===== config.mk =====
export PLATFORM = sky130hd
export DESIGN_NAME = ram_port_arbiter
export DESIGN_NICKNAME = d
export VERILOG_FILES = /design/src/rtl/ram_arb_pkg.sv /design/src/rtl/ram_arb_pick.sv /design/src/rtl/ram_port_arbiter.sv
export SDC_FILE = /design/constraint.sdc
export NUM_CORES = 1
export LEC_CHECK = 0
export CAP_MARGIN = 10
export CORE_ASPECT_RATIO = 1.25
export CORE_MARGIN = 4
export CORE_UTILIZATION = 35
export CTS_CLUSTER_DIAMETER = 100
export DETAILED_ROUTE_END_ITERATION = 10
export GPL_ROUTABILITY_DRIVEN = 0
export REMOVE_ABC_BUFFERS = 1
export SYNTH_ARGS = -nofsm -noshare
export SYNTH_HDL_FRONTEND = slang
export SYNTH_SLANG_ARGS = --single-unit

===== constraint.sdc =====
create_clock -name clk -period 6.9 [get_ports clk]
set_input_delay 1.035 -clock clk [delete_from_list [all_inputs] [get_ports clk]]
set_output_delay 1.035 -clock clk [all_outputs]
set_load 0.005 [all_outputs]

===== src/rtl/ram_arb_pkg.sv =====
// Shared types and constants for the byte-wide RAM port arbiter.
// Holds the FSM state enum, ls_len encodings, IO region decode and RAM direction values.
package ram_arb_pkg;

  typedef enum logic [1:0] {
    IDLE    = 2'd0,
    INST_RD = 2'd1,
    LS_RD   = 2'd2,
    LS_WR   = 2'd3
  } arb_state_e;

  localparam logic [2:0] LEN_BYTE = 3'b001;
  localparam logic [2:0] LEN_HALF = 3'b010;
  localparam logic [2:0] LEN_WORD = 3'b100;

  localparam logic [1:0] IO_REGION = 2'b11;
  localparam int         IO_BIT_LO = 16;
  localparam int         IO_BIT_HI = 17;

  localparam logic RAM_READ  = 1'b0;
  localparam logic RAM_WRITE = 1'b1;

  function automatic logic len_valid(input logic [2:0] len);
    return (len == LEN_BYTE) || (len == LEN_HALF) || (len == LEN_WORD);
  endfunction

  // Index of the final byte stage for a legal length.
  function automatic logic [1:0] len_last(input logic [2:0] len);
    case (len)
      LEN_HALF: return 2'd1;
      LEN_WORD: return 2'd3;
      default:  return 2'd0;
    endcase
  endfunction

endpackage


===== src/rtl/ram_arb_pick.sv =====
// Combinational grant selection: load/store first, fetch protected by a starvation limit.
// With RAM_ARB_IO_STALL_EN defined, IO-region writes are held back while io_full_i is high.
module ram_arb_pick
  import ram_arb_pkg::*;
#(
  parameter int STARVE_LIMIT = 4,
  parameter int CNT_W        = 3
) (
  input  logic             en_i,
  input  logic             inst_req_i,
  input  logic             inst_flush_i,
  input  logic             ls_req_i,
  input  logic             ls_rw_i,
  input  logic [1:0]       ls_io_bits_i,
  input  logic             io_full_i,
  input  logic [CNT_W-1:0] starve_cnt_i,
  output logic             grant_ls_o,
  output logic             grant_inst_o
);

  logic ls_stall;
  logic ls_eligible;

`ifdef RAM_ARB_IO_STALL_EN
  assign ls_stall = io_full_i && (ls_rw_i == RAM_WRITE) && (ls_io_bits_i == IO_REGION);
`else
  logic unused_io;
  assign unused_io = ^{io_full_i, ls_rw_i, ls_io_bits_i};
  assign ls_stall  = 1'b0;
`endif

  // A stalled IO write is simply not a candidate, so it never bumps the starve count.
  assign ls_eligible = ls_req_i && !ls_stall &&
                       (!inst_req_i || (starve_cnt_i < CNT_W'(STARVE_LIMIT)));

  always_comb begin
    grant_ls_o   = 1'b0;
    grant_inst_o = 1'b0;
    if (en_i) begin
      if (ls_eligible) begin
        grant_ls_o = 1'b1;
      end else if (inst_req_i && !inst_flush_i) begin
        grant_inst_o = 1'b1;
      end
    end
  end

endmodule


===== src/rtl/ram_port_arbiter.sv =====
// Shares one byte-wide RAM port between instruction fetch and load/store, serialising
// 1/2/4-byte little-endian transfers. Optional IO write stall: RAM_ARB_IO_STALL_EN.
module ram_port_arbiter
  import ram_arb_pkg::*;
#(
  parameter int STARVE_LIMIT = 4,
  parameter int ADDR_W       = 32
) (
  input  logic              clk,
  input  logic              rst,
  input  logic              inst_req,
  input  logic [ADDR_W-1:0] inst_addr,
  input  logic              inst_flush,
  output logic              inst_done,
  output logic [31:0]       inst_data,
  input  logic              ls_req,
  input  logic              ls_rw,
  input  logic [ADDR_W-1:0] ls_addr,
  input  logic [2:0]        ls_len,
  input  logic [31:0]       ls_wdata,
  output logic              ls_done,
  output logic [31:0]       ls_rdata,
  input  logic              io_full,
  output logic              ram_rw,
  output logic [ADDR_W-1:0] ram_addr,
  output logic [7:0]        ram_dout,
  input  logic [7:0]        ram_din,
  output logic              busy
);

  localparam int CNT_W = $clog2(STARVE_LIMIT + 1);

  arb_state_e        state_q;
  logic [1:0]        stage_q;
  logic [1:0]        last_q;
  logic [31:0]       wdata_q;
  logic [ADDR_W-1:0] ram_addr_q;
  logic              ram_rw_q;
  logic [7:0]        ram_dout_q;
  logic [31:0]       inst_data_q;
  logic [31:0]       ls_rdata_q;
  logic              inst_done_q;
  logic              ls_done_q;
  logic [CNT_W-1:0]  starve_q;
  logic [CNT_W-1:0]  starve_d;

  logic       arb_en;
  logic       grant_ls;
  logic       grant_inst;
  logic [1:0] stage_nxt;
  logic [4:0] byte_sel;
  logic [4:0] byte_nxt;

  // No arbitration during a completion cycle so the requester can drop its req.
  assign arb_en    = (state_q == IDLE) && !inst_done_q && !ls_done_q;
  assign stage_nxt = stage_q + 2'd1;
  assign byte_sel  = {stage_q, 3'b000};
  assign byte_nxt  = {stage_nxt, 3'b000};

  ram_arb_pick #(
    .STARVE_LIMIT(STARVE_LIMIT),
    .CNT_W       (CNT_W)
  ) u_pick (
    .en_i        (arb_en),
    .inst_req_i  (inst_req),
    .inst_flush_i(inst_flush),
    .ls_req_i    (ls_req),
    .ls_rw_i     (ls_rw),
    .ls_io_bits_i(ls_addr[IO_BIT_HI:IO_BIT_LO]),
    .io_full_i   (io_full),
    .starve_cnt_i(starve_q),
    .grant_ls_o  (grant_ls),
    .grant_inst_o(grant_inst)
  );

  always_comb begin
    starve_d = starve_q;
    if (grant_inst) begin
      starve_d = '0;
    end else if (grant_ls && inst_req && (starve_q < CNT_W'(STARVE_LIMIT))) begin
      starve_d = starve_q + CNT_W'(1);
    end
  end

  always_ff @(posedge clk or posedge rst) begin
    if (rst) begin
      state_q     <= IDLE;
      stage_q     <= 2'd0;
      last_q      <= 2'd0;
      wdata_q     <= '0;
      ram_addr_q  <= '0;
      ram_rw_q    <= RAM_READ;
      ram_dout_q  <= '0;
      inst_data_q <= '0;
      ls_rdata_q  <= '0;
      inst_done_q <= 1'b0;
      ls_done_q   <= 1'b0;
      starve_q    <= '0;
    end else begin
      inst_done_q <= 1'b0;
      ls_done_q   <= 1'b0;
      starve_q    <= starve_d;
      case (state_q)
        IDLE: begin
          if (grant_ls) begin
            ls_rdata_q <= '0;
            if (len_valid(ls_len)) begin
              ram_addr_q <= ls_addr;
              stage_q    <= 2'd0;
              last_q     <= len_last(ls_len);
              wdata_q    <= ls_wdata;
              if (ls_rw == RAM_WRITE) begin
                ram_rw_q   <= RAM_WRITE;
                ram_dout_q <= ls_wdata[7:0];
                state_q    <= LS_WR;
              end else begin
                ram_rw_q <= RAM_READ;
                state_q  <= LS_RD;
              end
            end else begin
              ls_done_q <= 1'b1;
            end
          end else if (grant_inst) begin
            ram_addr_q <= inst_addr;
            stage_q    <= 2'd0;
            last_q     <= 2'd3;
            ram_rw_q   <= RAM_READ;
            state_q    <= INST_RD;
          end
        end
        INST_RD: begin
          // A flush wins even over the final capture, so inst_done is never raised.
          if (inst_flush) begin
            state_q <= IDLE;
          end else begin
            inst_data_q[byte_sel +: 8] <= ram_din;
            if (stage_q == last_q) begin
              state_q     <= IDLE;
              inst_done_q <= 1'b1;
            end else begin
              stage_q    <= stage_nxt;
              ram_addr_q <= ram_addr_q + ADDR_W'(1);
            end
          end
        end
        LS_RD: begin
          ls_rdata_q[byte_sel +: 8] <= ram_din;
          if (stage_q == last_q) begin
            state_q   <= IDLE;
            ls_done_q <= 1'b1;
          end else begin
            stage_q    <= stage_nxt;
            ram_addr_q <= ram_addr_q + ADDR_W'(1);
          end
        end
        LS_WR: begin
          if (stage_q == last_q) begin
            ram_rw_q  <= RAM_READ;
            state_q   <= IDLE;
            ls_done_q <= 1'b1;
          end else begin
            stage_q    <= stage_nxt;
            ram_addr_q <= ram_addr_q + ADDR_W'(1);
            ram_dout_q <= wdata_q[byte_nxt +: 8];
          end
        end
        default: state_q <= IDLE;
      endcase
    end
  end

  assign inst_done = inst_done_q;
  assign inst_data = inst_data_q;
  assign ls_done   = ls_done_q;
  assign ls_rdata  = ls_rdata_q;
  assign ram_rw    = ram_rw_q;
  assign ram_addr  = ram_addr_q;
  assign ram_dout  = ram_dout_q;
  assign busy      = (state_q != IDLE);

endmodule


**Yosys cells after proc, flatten, opt, wreduce, memory -nomap -nowiden**

Index checks and enable logic that the tools add are counted.

- Reduce and logical (&&, ||, !) cells: 28
- Order comparisons: 1
- Shift-type cells: 3
- Div/mod/pow operators: 0
- Add/sub/neg operators: 4
- Multipliers: 0
- Eq/ne operators: 16
- Muxes and demuxes: 51
- Bitwise logic cells: 1

Operators with widths:

| cell | count |
|---|---|
| 32-bit two-way mux | 6 |
| 32-bit case mux with 3 select lines | 1 |
| 32-bit bitwise mux | 2 |
| 32-bit case mux with 2 select lines | 1 |
| 32-bit by 1-bit adder with 32-bit output (second input constant) | 1 |
| 8-bit two-way mux | 4 |
| 8-bit by 7-bit variable shift with 32-bit output (first input constant) | 1 |
| 32-bit by 6-bit variable part select with 8-bit output | 1 |
| 8-bit by 7-bit variable part select with 32-bit output | 1 |
| 2-bit two-way mux | 13 |
| 1-bit two-way mux | 16 |
| 8-bit case mux with 2 select lines | 1 |
| 2-bit case mux with 3 select lines | 2 |
| 2-bit inequality test (second input constant) | 5 |
| 2-bit nonzero test | 5 |
| 3-bit AND reduction | 3 |
| 5-bit negation with 7-bit output | 1 |
| 1-bit logical AND | 6 |
| 3-bit two-way mux | 2 |
| 2-bit AND reduction | 3 |
| 5-bit AND reduction | 1 |
| 2-bit == test (second input constant) | 2 |
| 1-bit zero test | 4 |
| 2-bit by 1-bit inequality test with 1-bit output (second input constant) | 2 |
| other kinds (17) | 20 |

- Bits in latches: 0
- Output and inout port bits: 108
- ROM bits: 0
- Memories: 0
- Bits in writable memories: 0
- Logic and storage cells: 116
- Register bits: 148

**Longest topological paths before layout**

- Depth after elaboration: 9
- Depth in mapped cells: 11
- Gate-level depth less buffers: 7

**Modules after synthesis**

Synthesis repeated with hierarchy kept, for this count alone.

- Cells, all modules: 674
- Area, all modules: 7457.2 um2

Modules (own cells, without submodules):

| module | area an instance (um2) | times used | cells each |
|---|---|---|---|
| ram_port_arbiter | 7428.4 | 1 | 669 |
| ram_arb_pick | 28.8 | 1 | 5 |

**Least setup slack after synthesis**

No wires, ideal clock.

- Path kind: register to register
- From: reg stage_q[0]
- To: reg ram_dout_q[0], in the netlist ram_dout[0]
- Clock period less this slack: 2.919 ns
- Cell stages (with the launch flop): 10
- Setup slack: 3.981 ns
- Data required time: 6.775 ns
- Arrival: 2.794 ns
- Path through: dfrtp_1 buf_2 buf_1 inv_1 ha_1 clkbuf_1 buf_2 mux4_2 mux2_2 mux2_4

- Longest elaborated chain between the ends: 4
- Elaborated cells on any way between the ends: 7

Ends and longest elaborated chain:

| element | line | RTL |
|---|---|---|
| from (decl) | ram_port_arbiter.sv:34 | `logic [1:0] stage_q;` |
| from (signal assigned) | ram_port_arbiter.sv:141 | `stage_q <= stage_nxt;` |
| from (signal assigned) | ram_port_arbiter.sv:152 | `stage_q <= stage_nxt;` |
| from (signal assigned) | ram_port_arbiter.sv:162 | `stage_q <= stage_nxt;` |
| 2-bit by 1-bit adder with 2-bit output | ram_port_arbiter.sv:56 | `assign stage_nxt = stage_q + 2'd1;` |
| 32-bit by 6-bit variable part select with 8-bit output | ram_port_arbiter.sv:164 | `ram_dout_q <= wdata_q[byte_nxt +: 8];` |
| 8-bit two-way mux | ram_port_arbiter.sv:157 | `if (stage_q == last_q) begin` |
| 8-bit case mux with 2 select lines | ram_port_arbiter.sv:103 | `case (state_q)` |
| to (signal assigned) | ram_port_arbiter.sv:114 | `ram_dout_q <= ls_wdata[7:0];` |
| to (signal assigned) | ram_port_arbiter.sv:164 |  |
| to (decl) | ram_port_arbiter.sv:39 | `logic [7:0] ram_dout_q;` |

Several ways; a longest one is shown, not always the timed one. The select of a mux whose other input is x is not followed.
A chain may end at the register's enable or synchronous reset.

**Final worst setup path**

- From: reg state_q[0]
- To: out busy

- Longest elaborated chain between the ends: 1

Ends and longest elaborated chain:

| element | line | RTL |
|---|---|---|
| from (decl) | ram_port_arbiter.sv:33 | `arb_state_e state_q;` |
| from (signal assigned) | ram_port_arbiter.sv:87 | `state_q <= IDLE;` |
| from (signal assigned) | ram_port_arbiter.sv:115 | `state_q <= LS_WR;` |
| from (signal assigned) | ram_port_arbiter.sv:118 | `state_q <= LS_RD;` |
| 2-bit nonzero test | ram_port_arbiter.sv:179 | `assign busy = (state_q != IDLE);` |
| to (decl) | ram_port_arbiter.sv:28 | `output logic busy` |

Every way passes these cells.

==> impl_metrics.csv <==
group,metric,value,unit
yosys,ys.flop_type,"dfrtp_1",
detailed_routing,ant_nets,0,
floorplanning,rows,59,
timing,final.period_utilization,51.8,%
pwr,p_per_area,411,nW/um2
critical_path,worst_setup_path_start_kind,"flop",
detailed_routing,wire_per_inst,19.0,um
yosys,synthArstFlopShare,100,%
floorplanning,fp.dieH,171,um
timing,slew_viol_final,0,
yosys,synthesis.area,7450,um2
timing,worst_pin_slew,1.00,ns
floorplanning,start_util,35.7,%
critical_path,worstSetupEndpointType,"output pin",
pwr,ir_drop,213,uV
placed_design,preCtsSetupSlack,3.03,ns
finish,regArea,3700,um2
critical_path,critPathKind,"flop to output pin",
yosys,synth_warnings,0,
finish,n_antenna_cell,0,
timing,skew,0.0118,ns
global_route,grt_pass1_vias,6136,
run_status,status,"complete, no violations",
yosys,syn_inst,672,
yosys,synth_edf_count,0,
timing,fmax,280,MHz
clocking,clk_latency,0.42,ns
clocking,clock_sinks,148,
clocking,cts_tree,"built",
clocking,ctsHoldBuffers,0,
yosys,ys_seq_area_share,49.7,%
detailed_routing,dr.pass1.iters,4,
timing,rsz0062_at_grt,"no",
global_route,grt_remaining_overflow,0,
finish,area_growth,40.5,%
timing,fin_crit,3.57,ns
timing,relSlewSlack,32.6,%
clocking,clk_pin_slew,0.06,ns
global_route,track_usage,18.1,%
timing,finalSetupViolCount,0,
clocking,h-tree-depth,4,
worst_hold_path,min_path_type,"flop to flop",
clocking,cts_buffers,17,
finish,finalNetCount,997,
global_route,antenna_found_initial,2,
yosys,synth.distinct_cells,66,
timing,hold_viol_final,0,
finish,fillers,1898,
clocking,cts_root_buf,"clkbuf_16",
timing,setup_ws,3.33,ns
clocking,cts_resized,0,
finish,post-route-util,50.1,%
detailed_routing,drc,0,
global_route,grt_util_met2,29.9,%
floorplanning,die_w,139,um
critical_path,crit_arrival,2.54,ns
placed_design,dpl.hpwl,15700,um
critical_path,cp_max_fo,52,
floorplanning,io_pins,222,
global_route,grt_pass1_wl,34500,um
detailed_routing,via_per_inst,5.38,
finish,drive_gt1_share,12.5,%
finish,multiInputGateArea,3500,um2
yosys,syn_avg_cell_area,11.1,um2
global_route,grt.busiest_layer,"met2",
yosys,ys_ff_latch,148,
floorplanning,die-area,23700,um2
clocking,cts.path.max_buffers,2,
detailed_routing,vias,6237,
placed_design,io_buffers,220,
pwr,p_leak,4.37,nW
detailed_routing,drtIter0Drc,361,
global_route,use_met3,5.87,%
global_route,grt_use_met1,23.4,%
floorplanning,core,20900,um2
detailed_routing,drt_wl_total,22100,um
flow_run,max_cap_violations,0,
clocking,post-cts-setup-buffers,0,
critical_path,worstPathRequired,5.86,ns
global_route,grt_max_degree,88,
timing,fin_tns_setup,0,ns
==> state kept, by name, summed over array words and instances, names as in the netlist <==
name	count
ram_dout	8
inst_done	1
ls_done	1
starve_q	3
ram_addr	32
state_q	2
last_q	2
ram_rw	1
ls_rdata	32
inst_data	32
stage_q	2
wdata_q	32
==> cell usage after synthesis, drive strengths merged, types with 18 or more instances <==
| cell type | instances | area, um2 |
|---|---|---|
| dfrtp | 148 | 3700 |
| nor2 | 39 | 163 |
| clkbuf | 22 | 82.6 |
| o22a | 19 | 166 |
| mux2 | 53 | 627 |
| nand3 | 29 | 150 |
| buf | 22 | 106 |
| a21oi | 31 | 155 |
| inv | 18 | 67.6 |
| nand2 | 50 | 188 |
| o21ai | 23 | 119 |
| a22o | 59 | 517 |
==> per-stage QoR <==
step                area, um2  power (mW)  hold slack, ns  cells
finish                  10500        4.30           0.500   1159
global route            10500        4.59           0.512   1159
floorplan                7260        2.56           0.474    628
detailed placement       9870        3.38           0.483   1127
CTS                     10500        4.35           0.504   1159
global placement         9870        3.36           0.483   1127
==> final cells by class <==
class	instances	share of cell area (%)
Multi-Input combinational cell	460	33.5
Timing Repair Buffer	225	21.4
Clock buffer	20	4.36
Inverter	20	0.765
Clock inverter	12	1.37
Sequential cell	148	35.4
Tap cell	274	3.27
==> power breakdown <==
group	switching (mW)	internal (mW)	leakage (nW)
clock network	0.392	0.560	0.290
logic	0.898	1.02	2.20
registers	0.269	1.17	1.87
total	1.56	2.75	4.37
==> critical path: stages (launching register included) <==
cell	delay, ns
dfrtp_1	0.43
inv_1	0.10
ha_2	0.36
buf_4	0.53
clkinv_1	0.18
clkdlybuf4s50_1	0.48
==> logic make-up (layout without fill, tap and decap cells) <==
logic type	Yosys count	count (layout)	share of synthesized area (%)
AO/OA/AOI/OAI	192	192	19.5
XOR/XNOR	4	4	0.470
adder cells (fa/ha/maj)	11	11	1.85
buffers and inverters	64	277	3.54
flip-flops	148	148	49.7
multiplexers	73	73	12.4
AND/OR/NAND/NOR	180	180	12.5
==> placed cells by master (no fill, tap or decap), types with 19 or more instances in the layout <==
cell,instances
nor2_1,38
mux2_2,45
nand2_1,50
clkdlybuf4s50_1,220
o21ai_0,19
nand3_1,27
dfrtp_1,148
o22a_1,19
a22o_1,59
a21oi_1,31
==> path summary, 6_finish.rpt <==
| check | from | slack (ns) | cells after the start | to |
|---|---|---|---|---|
| setup / recovery | state_q[0] | 3.33 | 5 | busy |
| hold / removal | inst_data[21] | 0.50 | 1 | inst_data[21] |
| setup reg to reg | stage_q[0] | 3.74 | 5 | ram_dout[1] |
| hold reg to reg | inst_data[21] | 0.50 | 1 | inst_data[21] |
| max in group asynchronous | rst | 4.47 | 3 | inst_data[25] |
| min in group asynchronous | rst | 1.14 | 2 | ram_addr[25] |
==> per-layer routing <==
layer  routed length (um)  part of all wire, %
met2                10400                   47
met3                 1650                  7.5
met4                  196                 0.89
met1                 9810                   44
met5                   37                 0.17
No activity file was read; power rests on OpenSTA's default activity.
